==> src/rtl/drum_step_sequencer.sv <==
// drum_step_sequencer: pattern-driven trigger generator for the one-shot drum voices.
// Each voice has a NUM_STEPS-bit pattern. A step counter advances once per step
// interval. Every voice whose bit is set at the new step gets a TRIG_LEN-cycle pulse.
// Optional feature macro: DRUM_SEQ_SWING_EN adds a swing input. That input lengthens
// even->odd intervals and shortens odd->even intervals by the same amount.
module drum_step_sequencer #(
   parameter int unsigned NUM_VOICES  = 4,
   parameter int unsigned NUM_STEPS   = 16,
   parameter int unsigned PERIOD_BITS = 24,
   parameter int unsigned TRIG_LEN    = 256,
   localparam int unsigned VW = (NUM_VOICES > 1) ? $clog2(NUM_VOICES) : 1,
   localparam int unsigned SW = (NUM_STEPS > 1) ? $clog2(NUM_STEPS) : 1
) (
   input  logic                   clk,
   input  logic                   rst,
   input  logic                   run,
   input  logic [PERIOD_BITS-1:0] step_period,
`ifdef DRUM_SEQ_SWING_EN
   input  logic [PERIOD_BITS-1:0] swing,
`endif
   input  logic                   pat_wr_en,
   input  logic [VW-1:0]          pat_wr_voice,
   input  logic [NUM_STEPS-1:0]   pat_wr_data,
   output logic [NUM_VOICES-1:0]  trig_out,
   output logic [SW-1:0]          step_idx,
   output logic                   step_strobe
);

   // One extra bit so eff_period + swing can never overflow.
   localparam int unsigned IW = PERIOD_BITS + 1;
   localparam int unsigned LW = (TRIG_LEN > 1) ? $clog2(TRIG_LEN) : 1;
   localparam logic [IW-1:0] MinPeriod = IW'(2 * TRIG_LEN);
   localparam logic [SW-1:0] LastStep  = SW'(NUM_STEPS - 1);

   typedef enum logic [0:0] {StIdle, StPlay} state_e;

   state_e                 state_q, state_d;
   logic [IW-1:0]          tick_q, tick_d;
   logic [IW-1:0]          interval_q, interval_d;
   logic [SW-1:0]          step_q, step_d;
   logic [NUM_VOICES-1:0]  trig_q, trig_d;
   logic                   strobe_q, strobe_d;
   logic [LW-1:0]          pulse_q, pulse_d;
   logic [NUM_STEPS-1:0]   pat_q [NUM_VOICES];

   logic                   fire;
   logic [SW-1:0]          fire_step;
   logic [IW-1:0]          eff_period;

   // Clamp keeps every trigger low for at least TRIG_LEN cycles before the next one.
   assign eff_period = ({1'b0, step_period} > MinPeriod) ? {1'b0, step_period} : MinPeriod;

`ifdef DRUM_SEQ_SWING_EN
   logic [IW-1:0] swing_c_q, swing_c_d;
   logic [IW-1:0] swing_room, swing_lim, swing_odd;

   // Swing is bounded so that the short interval never drops below the clamp.
   always_comb begin
      swing_room = eff_period - MinPeriod;
      swing_lim  = ({1'b0, swing} < swing_room) ? {1'b0, swing} : swing_room;
      swing_odd  = (swing_c_q < swing_room) ? swing_c_q : swing_room;
   end
`endif

   // Next-state logic: step timing, pulse shaping and run/stop control.
   always_comb begin
      state_d    = state_q;
      tick_d     = tick_q;
      interval_d = interval_q;
      step_d     = step_q;
      trig_d     = trig_q;
      strobe_d   = 1'b0;
      pulse_d    = pulse_q;
      fire       = 1'b0;
      fire_step  = '0;
`ifdef DRUM_SEQ_SWING_EN
      swing_c_d  = swing_c_q;
`endif

      // The pulse counter holds the remaining high cycles minus one.
      if (pulse_q != '0) begin
         pulse_d = pulse_q - LW'(1);
      end else begin
         trig_d = '0;
      end

      unique case (state_q)
         StIdle: begin
            trig_d  = '0;
            step_d  = '0;
            tick_d  = '0;
            pulse_d = '0;
            if (run) begin
               state_d = StPlay;
               fire    = 1'b1;
            end
         end
         StPlay: begin
            if (!run) begin
               state_d = StIdle;
               trig_d  = '0;
               step_d  = '0;
               tick_d  = '0;
               pulse_d = '0;
            end else if (tick_q == interval_q - IW'(1)) begin
               fire      = 1'b1;
               fire_step = (step_q == LastStep) ? '0 : step_q + SW'(1);
            end else begin
               tick_d = tick_q + IW'(1);
            end
         end
         default: state_d = StIdle;
      endcase

      if (fire) begin
         step_d   = fire_step;
         tick_d   = '0;
         strobe_d = 1'b1;
         pulse_d  = LW'(TRIG_LEN - 1);
         for (int v = 0; v < NUM_VOICES; v++) begin
            trig_d[v] = pat_q[v][fire_step];
         end
`ifdef DRUM_SEQ_SWING_EN
         if (!fire_step[0]) begin
            swing_c_d  = swing_lim;
            interval_d = eff_period + swing_lim;
         end else begin
            interval_d = eff_period - swing_odd;
         end
`else
         interval_d = eff_period;
`endif
      end
   end

   // Sequencer state registers.
   always_ff @(posedge clk or posedge rst) begin
      if (rst) begin
         state_q    <= StIdle;
         tick_q     <= '0;
         interval_q <= '0;
         step_q     <= '0;
         trig_q     <= '0;
         strobe_q   <= 1'b0;
         pulse_q    <= '0;
`ifdef DRUM_SEQ_SWING_EN
         swing_c_q  <= '0;
`endif
      end else begin
         state_q    <= state_d;
         tick_q     <= tick_d;
         interval_q <= interval_d;
         step_q     <= step_d;
         trig_q     <= trig_d;
         strobe_q   <= strobe_d;
         pulse_q    <= pulse_d;
`ifdef DRUM_SEQ_SWING_EN
         swing_c_q  <= swing_c_d;
`endif
      end
   end

   // Pattern storage. A fire on the same edge reads the old value.
   always_ff @(posedge clk or posedge rst) begin
      if (rst) begin
         for (int v = 0; v < NUM_VOICES; v++) begin
            pat_q[v] <= '0;
         end
      end else if (pat_wr_en && (32'(pat_wr_voice) < NUM_VOICES)) begin
         pat_q[pat_wr_voice] <= pat_wr_data;
      end
   end

   assign trig_out    = trig_q;
   assign step_idx    = step_q;
   assign step_strobe = strobe_q;

endmodule

==> config.mk <==
export PLATFORM = sky130hd
export DESIGN_NAME = drum_step_sequencer
export DESIGN_NICKNAME = d
export VERILOG_FILES = /design/src/rtl/drum_step_sequencer.sv
export SDC_FILE = /design/constraint.sdc
export NUM_CORES = 1
export LEC_CHECK = 0
export BUFFER_PORTS_ARGS = -buffer_cell sky130_fd_sc_hd__buf_2
export CORE_ASPECT_RATIO = 0.6
export CORE_MARGIN = 2
export CORE_UTILIZATION = 50
export CTS_CLUSTER_SIZE = 12
export DETAILED_ROUTE_END_ITERATION = 10
export GPL_TIMING_DRIVEN = 0
export HOLD_SLACK_MARGIN = 0.12
export PLACE_DENSITY_LB_ADDON = 0.2
export SKIP_CTS_REPAIR_TIMING = 1
export SLEW_MARGIN = 20
export SYNTH_ARGS = -nofsm -noshare
export SYNTH_HDL_FRONTEND = slang
export SYNTH_SLANG_ARGS = --single-unit
export TNS_END_PERCENT = 30
==> constraint.sdc <==
create_clock -name clk -period 4.8 [get_ports clk]
set_input_delay 0.96 -clock clk [delete_from_list [all_inputs] [get_ports clk]]
set_output_delay 0.96 -clock clk [all_outputs]
set_load 0.005 [all_outputs]
==> results.md, run 1 <==
- LEAKAGE: 3.57 nW
- Final WL: about 17000 µm
- Vias/cell: roughly 5.7
- Overall power: 0.00307 W
- CTS root buf: clkbuf_16
- Worst setup EP type: flop
- Setup CP Type: reg -> reg
- Fin crit period: 4.59 ns
- Clock-pin slew of the registers on the worst-case setup and hold paths: 0.07 ns
- Cells after synthesis: approximately 660
- CP dominant cell by count: buf_6
- Final Non-Filler Cells: 938
- Vias in the first global route: ~5400
- DIE AREA: 15200 µm²
- Worst min path class: reg -> reg
- Htree depth: 4
- Ant diodes: 0
- Die Ht: 96.4 µm
- Yosys warns: 0
- # DRC: 0
- Hold WS: between 0.5 and 0.6 ns
- Avg Synthesized Cell Area: 10.8 µm²
- Peak VDD IR: 0.191 mV
- Number of nets in the final layout: 784
- Post-Syn Area: 7110 µm²
- Post-synth cell types: 65
- Hpwl dp: 12300 µm
- Final ANT Viol Nets: 0
- Worst path slowest cell: or4_1
- Clock sink count: 131
- Pre-Repair DR Iteration Count: 5
- Clk_lat worst skew: 0.42 ns
- First-pass GRT wire length: 27300 µm
- Async set-or-reset flop fraction in the synthesized netlist: 1.00
- Rel. slew slack: 0.374
- Area after DPL: 7660 µm²
- Setup TNS: 0 ns
- Synth Flop Type: dfrtp_1
- Skew final: between 0.008 and 0.009 ns
- Seq/Total Area, Yosys: 0.461
- Final setup vio count: 0
- Critical Path Max Stage Delay: 0.56 ns
- Seq cells post-synth: 131
- Critical path, cell by cell: inv_1 > ha_1 > nor3b_2 > nand3_1 > or2_1 > o31ai_1 > o21ai_1 > or4_1 > buf_2 > and2_4 > buf_6 > nand2b_4 > buf_6 > buf_6 > mux2_4
- Slew Limit Fails: 0
- Drt wl/cell: 17.8 µm
- CP required: slightly above 5 ns
- Initial DRC Count: 464
- Site Rows: 33
- IO Count: 55
- Layout cell share with drive strength beyond 1: 0.265
- Fmax: around 0.22 GHz
- Startpoint Class: flop
- Cell area power density: 374 nW/µm²
- Status: finished, final reports clean
- EDFF count, synth: 0
- Grt total ovfl: 0
- DR vias: 5392
- Initial core utilization: 0.517
- CTS tree: done
- Port Buffer Count: between 50 and 60
- Mapped Nets: 710
- Total global-route track usage: 0.235
- Area Overhead vs Synth: 15.7%
- Period utilization: 0.956
- Die width: 158 µm
- Core area: between 10000 and 15000 µm²
- Critical path data arrival time: around 4.9 ns
- Num CTS Buffers: 17
- Hold Vio Cnt, Final: 0
- Final Instance Area: 8230 µm²
- CTS Buffer Depth: 2
- Placed cells: 906
- Routability cong.: 0.896
- Antenna violations before repair: 0
- Largest net degree at the start of global routing: 90
- Worst-path maximum fanout: 10
- Slew @ Worst Pin: 0.939 ns
- RSZ-0062 raised after global routing: false
- Max Cap Viol: 0
- FILL cells: 1143
[kinds of logic after synthesis]
family / synth area share
AO/OA/AOI/OAI: 0.0866
XOR/XNOR: 0.0739
multiplexers: 0.170
buffers and inverters: 0.0338
adder cells (fa/ha/maj): 0.00880
flip-flops: 0.461
AND/OR/NAND/NOR: 0.166
[flip-flops by register name (all words and copies together), names as in the netlist]
name         count
interval_q      24
step_strobe      1
pulse_q          8
tick_q          25
trig_out         4
state_q          1
step_idx         4
pat_q           64
[cell usage after synthesis, drive strengths merged (2+ instances only)]
master	instances	area share
dfrtp	131	0.46
mux2	86	0.14
nor2	71	0.038
nand2	34	0.018
xnor2	31	0.038
xor2	29	0.036
inv	22	0.012
clkbuf	20	0.011
nand3	19	0.013
nor3	17	0.012
nor4	16	0.020
a21oi	14	0.0099
buf	12	0.012
o21ai	12	0.0084
and3	11	0.0097
mux2i	11	0.015
a21boi	9	0.0095
nand4	9	0.0079
o22ai	8	0.0070
or3	8	0.0070
or4	7	0.0085
nand3b	6	0.0063
o31ai	6	0.0063
a211oi	5	0.0060
and2	5	0.0048
ha	5	0.0088
nand2b	5	0.0055
and4	4	0.0049
mux4	4	0.013
o221ai	4	0.0049
a31oi	3	0.0026
nor2b	3	0.0026
nor3b	3	0.0039
o22a	3	0.0037
o41ai	3	0.0037
or2	3	0.0026
a2111oi	2	0.0025
a21o	2	0.0021
a311o	2	0.0028
o2111a	2	0.0032
o211a	2	0.0028
[critical path, delay by kind of cell, from the launching register on]
kind / cells / cell delay [ns]
flip-flops: 1 / 0.45
buffers and inverters: 5 / 0.72
AO/OA/AOI/OAI: 2 / 0.73
AND/OR/NAND/NOR: 6 / 2.02
multiplexers: 1 / 0.30
adder cells (fa/ha/maj): 1 / 0.23
[final timing paths]
path,cells past startpoint,start,slack [ns],to
worst max-delay path,15,interval_q[0]$_DFFE_PP0P_,0.21,interval_q[15]$_DFFE_PP0P_
worst min-delay path,1,pat_q[33]$_DFFE_PP0P_,0.50,pat_q[33]$_DFFE_PP0P_
worst max register to register,15,interval_q[0]$_DFFE_PP0P_,0.21,interval_q[15]$_DFFE_PP0P_
worst min register to register,1,pat_q[33]$_DFFE_PP0P_,0.50,pat_q[33]$_DFFE_PP0P_
max in group asynchronous,3,rst,3.52,pulse_q[7]$_DFFE_PP0P_
min in group asynchronous,2,rst,0.53,interval_q[18]$_DFFE_PP0P_
[layout make-up]
class	instances	area [µm²]	share of cell area
plain buffers	32	158	0.0192
clock buffers	17	425	0.0517
clock inverters	15	143	0.0173
inverters	22	90.1	0.0110
multi-input cells	474	3590	0.437
flip-flops and latches	131	3280	0.399
well taps	192	240	0.0292
repair buffers	55	298	0.0362
[metal layers]
layer,GRT usage,vias up,wire length (µm)
met5,0,-,0
met4,0.0636,0,137
met3,0.0468,16,811
met2,0.333,149,6950
met1,0.362,2697,8840
li1,-,2530,-
[metrics by stage]
stage,utilization,setup WS [ns]
after global placement,0.554,-1.05
after floorplan,-,0.342
after detailed placement,0.557,0.346
final,0.598,0.212
after global routing,0.598,0.0755
after CTS,0.598,0.310
[placed cells by master, fill, tap and decap left out, types with 19 or more instances in the layout]
master	count
dfrtp_1	131
nor2_1	71
mux2_2	71
buf_2	60
nand2_1	34
xnor2_1	31
xor2_1	29
clkbuf_1	20
inv_1	20
nand3_1	19
[report_power, final]
part           switching, W  internal, W  total [W]
combinational      0.000232     0.000243   0.000475
clock              0.000555     0.000684    0.00124
sequential         0.000113      0.00125    0.00136
total              0.000900      0.00217    0.00307
Note: power is estimated with default switching activity, not from simulation.
==> run 2: changes to the inputs <==
ABC_AREA = 1   (was default)
==> run 2 against run 1 <==
  * Design area rose by 7.0%
  * Clock-buffer cell count rose by 3
  * Utilization rose by 0.17 points
  * Critical endpoint is now trig_out[0]$_DFFE_PP0P_
==> results.md, run 2 <==
- Status: finished, final reports clean
- Worst setup EP type: flop
- Site Rows: 34 (+3.0%)
- FF-to-FF setup slack: 1.46 ns (+1.25 ns)
- Fin util: 0.600 (+0.00168)
- CTS Buffer Depth: 2 (unchanged)
- Seq/Total Area, Yosys: 0.430 (-0.0308)
- Vias in the first global route: 6522 (+22%)
- Synth Flop Type: dfrtp_1
- DR vias: 7188 (+33%)
- CTS tree: done
- Post-synth top cells: nand2_1 (299), inv_1 (159), dfrtp_1 (131)
- Fmax: 0.299 GHz (+37%)
- Top reg by flops: pat_q
- Mapped Nets: 1112 (+57%)
- Worst min path class: reg -> reg
- Async set-or-reset flop fraction in the synthesized netlist: 1.00 (unchanged)
- IO Count: 55 (unchanged)
- Skew final: 0.00864 ns (-0.000189 ns)
- Peak VDD IR: 0.196 mV (+2.5%)
- Period utilization: 0.696 (-0.260)
- Min-delay src: trig_out[3]$_DFFE_PP0P_
- Number of nets in the final layout: 1186 (+51%)
- Critical path data arrival time: 3.65 ns (-1.24 ns)
- Largest net degree at the start of global routing: 92 (+2.2%)
- Worst Hold Depth: 2 (+1)
- Rel. slew slack: 0.562 (+0.188)
- Clk_lat worst skew: 0.42 ns (about the same)
- Htree depth: 4 (unchanged)
- First-pass GRT wire length: 34500 µm (+26%)
- Clock-pin slew of the registers on the worst-case setup and hold paths: 0.06 ns (about the same)
- Count leader, synth: nand2_1
- CP required: 5.11 ns (about the same)
- Worst-path maximum fanout: 10 (unchanged)
- Num CTS Buffers: 17 (unchanged)
- Layout cell share with drive strength beyond 1: 0.113 (-0.152)
- Synth top area cells: dfrtp_1 (43%), nand2_1 (15%), inv_1 (7.8%)
- Total global-route track usage: 0.273 (+0.0385)
- Slew @ Worst Pin: 0.657 ns (-0.283 ns)
- Clock sink count: 131 (unchanged)
- DIE AREA: 16300 µm² (+6.9%)
- Initial DRC Count: 790 (+70%)
- Die width: 163 µm (+3.4%)
- Hold Vio Cnt, Final: 0 (unchanged)
- Top cell type's share of synthesized area: 0.430 (-0.0308)
- Max Cap Viol: 0 (unchanged)
- Reg-to-Reg End: trig_out[0]$_DFFE_PP0P_
- FF-to-FF path depth: 18 (+3)
- Cell area power density: 368 nW/µm² (-1.7%)
- Port Buffer Count: 54 (unchanged)
- Max FFs per register: 64 (unchanged)
- Final ANT Viol Nets: 0 (unchanged)
- EDFF count, synth: 0 (unchanged)
- Final Non-Filler Cells: 1346 (+43%)
- FILL cells: 1429 (+25%)
- Drt wl/cell: 15.4 µm (-14%)
- LEAKAGE: 4.52 nW (+27%)
- Vias/cell: 5.34 (-7.1%)
- Hpwl dp: 15200 µm (+24%)
- Commonest cells after routing, fill and taps aside: nand2_1 (299), inv_1 (158), dfrtp_1 (131)
- RSZ-0062 raised after global routing: false
- Startpoint Class: flop
- Area leader, netlist: dfrtp_1
- Pre-Repair DR Iteration Count: 5 (unchanged)
- CTS root buf: clkbuf_16
- Placed cells: 1314 (+45%)
- Post-synth cell types: 39 (-40%)
- Routability cong.: 0.947 (+5.6%)
- Hold worst-path end: trig_out[3]$_DFFE_PP0P_
- Post-Syn Area: 7610 µm² (+7.1%)
- Avg Synthesized Cell Area: 7.18 µm² (-33%)
- Regs by FF count: pat_q: 64 flops, tick_q: 25 flops, interval_q: 24 flops
- Initial core utilization: 0.519 (+0.00196)
- Area Overhead vs Synth: 15.6% (about the same)
- Final setup vio count: 0 (unchanged)
- Seq cells post-synth: 131 (unchanged)
- RR Startpoint: interval_q[0]$_DFFE_PP0P_
- Final WL: 20700 µm (+24%)
- Antenna violations before repair: 0 (unchanged)
- Yosys warns: 0 (unchanged)
- Setup CP Type: reg -> reg
- Ant diodes: 0 (unchanged)
- Fin crit period: 3.34 ns (-1.25 ns)
- # DRC: 0 (unchanged)
- Cells after synthesis: 1061 (+61%)
- Slew Limit Fails: 0 (unchanged)
- Grt total ovfl: 0 (unchanged)
- Core area: 14700 µm² (+6.7%)
- Die Ht: 99.6 µm (+3.4%)
- Commonest non-fill, non-tap cell in the layout: nand2_1
-- run 2: cells by family after synthesis --
family,share of synthesized area
simple gates,0.344
buf+inv,0.106
flops,0.430
compound gates,0.0716
xor+xnor,0.0391
fa+ha+maj,0.00822
-- run 2: worst max-delay path, stage by stage, from the launching register on --
cell and delay [ns]:
dfrtp_1 0.39, inv_1 0.13, ha_1 0.23, nand3_2 0.17, nor2_4 0.28, nand2_1 0.09
nand3_1 0.15, nand2_1 0.07, nor2_1 0.15, nand2_1 0.11, nor2_4 0.32, clkbuf_1 0.42
nand4_1 0.18, nand3_1 0.11, nand2_1 0.05, nand2_1 0.05, nand3_1 0.14, nand3_1 0.12
nand2_1 0.05
-- run 2: where the power goes --
part | leakage [nW] | switching (W) | total [W] | internal (W)
logic | 2.54 | 0.000339 | 0.000515 | 0.000176
clock network | 0.306 | 0.000510 | 0.00141 | 0.000898
registers | 1.68 | 0.0000863 | 0.00131 | 0.00123
-- run 2: worst max-delay path by stage --
stage,startpoint,to,cells past startpoint
CTS,interval_q[0]$_DFFE_PP0P_,trig_out[0]$_DFFE_PP0P_,19
global route,interval_q[0]$_DFFE_PP0P_,trig_out[0]$_DFFE_PP0P_,18
finish,interval_q[0]$_DFFE_PP0P_,trig_out[0]$_DFFE_PP0P_,18
global placement,rst,pat_q[32]$_DFFE_PP0P_,2
detailed placement,run,trig_out[2]$_DFFE_PP0P_,14
floorplan,rst,interval_q[0]$_DFFE_PP0P_,1
-- run 2: layout make-up --
class	count	area, µm²	share of cell area
Tap cell	198	248	0.0281
Clock inverter	12	180	0.0205
Clock buffer	20	457	0.0519
Inverter	164	624	0.0709
Timing Repair Buffer	55	298	0.0338
Sequential cell	131	3280	0.372
Multi-Input combinational cell	730	3530	0.401
Buffer	36	191	0.0217
-- run 2: per-stage QoR --
stage | power, W | TNS (ns) | area (µm²) | hold WS (ns) | worst slack (ns)
CTS | 0.00324 | 0 | 8800 | 0.482 | 1.57
global placement | 0.00182 | -154.94 | 8130 | 0.461 | -1.20
detailed placement | 0.00183 | 0 | 8170 | 0.466 | 1.58
global route | 0.00339 | 0 | 8800 | 0.502 | 1.16
finish | 0.00324 | 0 | 8800 | 0.477 | 1.46
floorplan | 0.00168 | 0 | 7610 | 0.453 | 0.342
-- run 2: layer usage --
layer	vias to the layer above	wire length, µm	track usage
met5	-	0	0
met4	0	227	0.0640
met3	27	1670	0.0409
met2	271	7960	0.355
met1	3378	10800	0.461
li1	3512	-	-
==> run 3: changes to the inputs <==
ABC_AREA = 0   (was 1)
clock period = 3.31 ns   (was 4.8 ns; I/O delays follow)
==> run 3 against run 2 <==
  * The flow now finishes with violations (setup timing)
  * Final cell count is 29% lower
  * Fmax fell by 12%
  * Non-clock buffer count rose by 17
  * Combinational power up 50%
  * Critical endpoint is now interval_q[15]$_DFFE_PP0P_
  * Sequential power up 51%
  * Register-to-register slack got worse by 2.0 ns
  * Via count shrank 23%
  * Die area fell by 6.5%
  * First-iteration DRC count down 40%
  * Clock skew rose by 0.0058 ns
  * Clock power increased by 27%
  * Largest power group is now sequential cells
==> results.md, run 3 (synthesis gave the netlist of run 1 again) <==
- Commonest cells after routing, fill and taps aside: dfrtp_1 (127), nor2_1 (70), mux2_2 (70)
- DIE AREA: 15200 µm² (-6.5%)
- Top reg by flops: pat_q
- Pre-Repair DR Iteration Count: 5 (unchanged)
- Total global-route track usage: 0.244 (-0.0291)
- Num CTS Buffers: 17 (unchanged)
- Initial core utilization: 0.517 (-0.00196)
- Routability cong.: 0.879 (-7.1%)
- # DRC: 0 (unchanged)
- DR vias: 5504 (-23%)
- Critical path data arrival time: 4.10 ns (+0.45 ns)
- Htree depth: 4 (unchanged)
- Violated checks: setup timing
- Overall power: 0.00455 W (+41%)
- Initial DRC Count: 474 (-40%)
- Clock-pin slew of the registers on the worst-case setup and hold paths: 0.07 ns (about the same)
- Max Cap Viol: 0 (unchanged)
- Cell Int Power: 0.00320 W (+39%)
- Clock sink count: 131 (unchanged)
- CTS Buffer Depth: 2 (unchanged)
- Largest net degree at the start of global routing: 30 (-67%)
- Seq pwr share: 0.436 (+0.030)
- Worst min path class: in -> async
- Peak VDD IR: 0.343 mV (+75%)
- Fmax: 0.263 GHz (-12%)
- Period utilization: 1.15 (+0.454)
- Setup TNS: -16.11 ns (-16.11 ns)
- Grt met1 use: 0.375 (-0.0861)
- Die Ht: 96.4 µm (-3.3%)
- CTS tree: done
- Rel. slew slack: 0.409 (-0.153)
- Hpwl dp: 12600 µm (-17%)
- Skew final: 0.0144 ns (+0.00576 ns)
- Vias in the first global route: 5414 (-17%)
- Setup CP Type: reg -> reg
- Switching Share: 0.295 (+0.00659)
- Place WS: -1.18 ns (-2.75 ns)
- Fin crit period: 3.81 ns (+0.466 ns)
- Area Overhead vs Synth: 21.8%
- Vias/cell: 5.74 (+7.5%)
- Met3 GRT Util: 0.0585 (+0.0177)
- Logic gate share of total power: 0.170 (+0.011)
- Final setup vio count: 62 (+62)
- Port Buffer Count: 54 (unchanged)
- RSZ-0062 raised after global routing: true
- IO Count: 55 (unchanged)
- Ant diodes: 0 (unchanged)
- Commonest non-fill, non-tap cell in the layout: dfrtp_1
- FF-to-FF path depth: 13 (-5)
- Core area: 13700 µm² (-6.3%)
- Grt total ovfl: 0 (unchanged)
- Grt peak-use layer: met1
- Startpoint Class: flop
- Site Rows: 33 (-2.9%)
- CP required: 3.61 ns (-1.50 ns)
- GR met2 Demand/Resource: 0.349 (-0.00685)
- Final WL: 17800 µm (-14%)
- First-pass GRT wire length: 28100 µm (-18%)
- Drt wl/cell: 18.6 µm (+21%)
- Die width: 158 µm (-3.3%)
- Final ANT Viol Nets: 0 (unchanged)
- Fin worst setup slack: -0.495 ns (-1.96 ns)
- Max FFs per register: 64 (unchanged)
- Clock network power share: 0.394 (-0.041)
- Regs by FF count: pat_q: 64 flops, tick_q: 25 flops, interval_q: 24 flops
- LEAKAGE: 3.77 nW (-17%)
- Worst-path maximum fanout: 8 (-2)
- Worst setup EP type: flop
- Clk_lat worst skew: 0.43 ns (about the same)
- Reg-to-Reg End: interval_q[15]$_DFFE_PP0P_
- Status: finished with violations
- Cell area power density: 525 nW/µm² (+43%)
- Slew Limit Fails: 0 (unchanged)
- RR Startpoint: interval_q[1]$_DFFE_PP0P_
- Number of nets in the final layout: 805 (-32%)
- Hold Vio Cnt, Final: 0 (unchanged)
- Sw Pwr: 0.00134 W (+44%)
- Antenna violations before repair: 0 (unchanged)
- FF-to-FF setup slack: -0.50 ns (-1.96 ns)
- CTS root buf: clkbuf_16
- Layout cell share with drive strength beyond 1: 0.329 (+0.215)
- Slew @ Worst Pin: 0.886 ns (+0.229 ns)
-- run 3: changes by cell type in the layout (fill, tap and decap cells not counted), sizes merged, moves of 12 or more --
cell   delta
nand2   -269
inv     -132
mux2     +86
nand3    -82
o21ai    -81
nor2     -44
nand4    -37
xnor2    +18
buf      +15
nor3     +12
-- run 3: cell type report --
| type | count | area, µm² |
|---|---|---|
| well taps | 192 | 240 |
| multi-input cells | 474 | 3770 |
| clock buffers | 17 | 425 |
| clock inverters | 15 | 133 |
| fillers | 1059 | 5090 |
| inverters | 22 | 86.3 |
| flip-flops and latches | 131 | 3280 |
| plain buffers | 29 | 173 |
| repair buffers | 79 | 546 |
-- run 3: per-layer routing --
layer  routed length, µm  part of all wire  vias up
met5                   0                 0        -
met2                7600              0.43      132
met3                 892             0.050       23
met4                 200             0.011        0
li1                    -                 -     2563
met1                9130              0.51     2786
-- run 3: worst max-delay path: stages, from the launching register on --
cell       delay (ns)
dfrtp_2          0.44
inv_2            0.09
ha_4             0.14
nor3b_4          0.42
nand3_4          0.17
or3_4            0.41
xnor2_2          0.15
or3_1            0.37
or4_4            0.50
buf_6            0.15
and2_4           0.15
nand2b_4         0.19
clkbuf_16        0.19
mux2_4           0.29
-- run 3: worst max-delay path by stage --
stage	from	end	depth (start not counted)
after global placement	interval_q[0]$_DFFE_PP0P_	interval_q[10]$_DFFE_PP0P_	15
after global routing	interval_q[1]$_DFFE_PP0P_	interval_q[16]$_DFFE_PP0P_	13
final	interval_q[1]$_DFFE_PP0P_	interval_q[15]$_DFFE_PP0P_	13
after detailed placement	interval_q[5]$_DFFE_PP0P_	interval_q[13]$_DFFE_PP0P_	14
after CTS	interval_q[5]$_DFFE_PP0P_	interval_q[13]$_DFFE_PP0P_	14
after floorplan	interval_q[5]$_DFFE_PP0P_	interval_q[10]$_DFFE_PP0P_	14
-- run 3: power groups by stage --
stage / Clock, W / Combinational (W) / Sequential [W]
final: 0.00179 / 0.000772 / 0.00198
after detailed placement: 0 / 0.000690 / 0.00200
after CTS: 0.00181 / 0.000698 / 0.00197
after global routing: 0.00190 / 0.000849 / 0.00201
after global placement: 0 / 0.000650 / 0.00199
after floorplan: 0 / 0.000518 / 0.00194
-- run 3: per-stage QoR --
step,instance area [µm²],utilization,hold WS [ns],std cells
2_1_floorplan,7110,-,0.473,659
3_3_place_gp,7620,0.554,0.483,905
3_5_place_dp,7710,0.561,0.490,909
4_1_cts,8270,0.602,0.350,941
5_1_grt,8660,0.630,0.375,959
6_report,8660,0.630,0.334,959
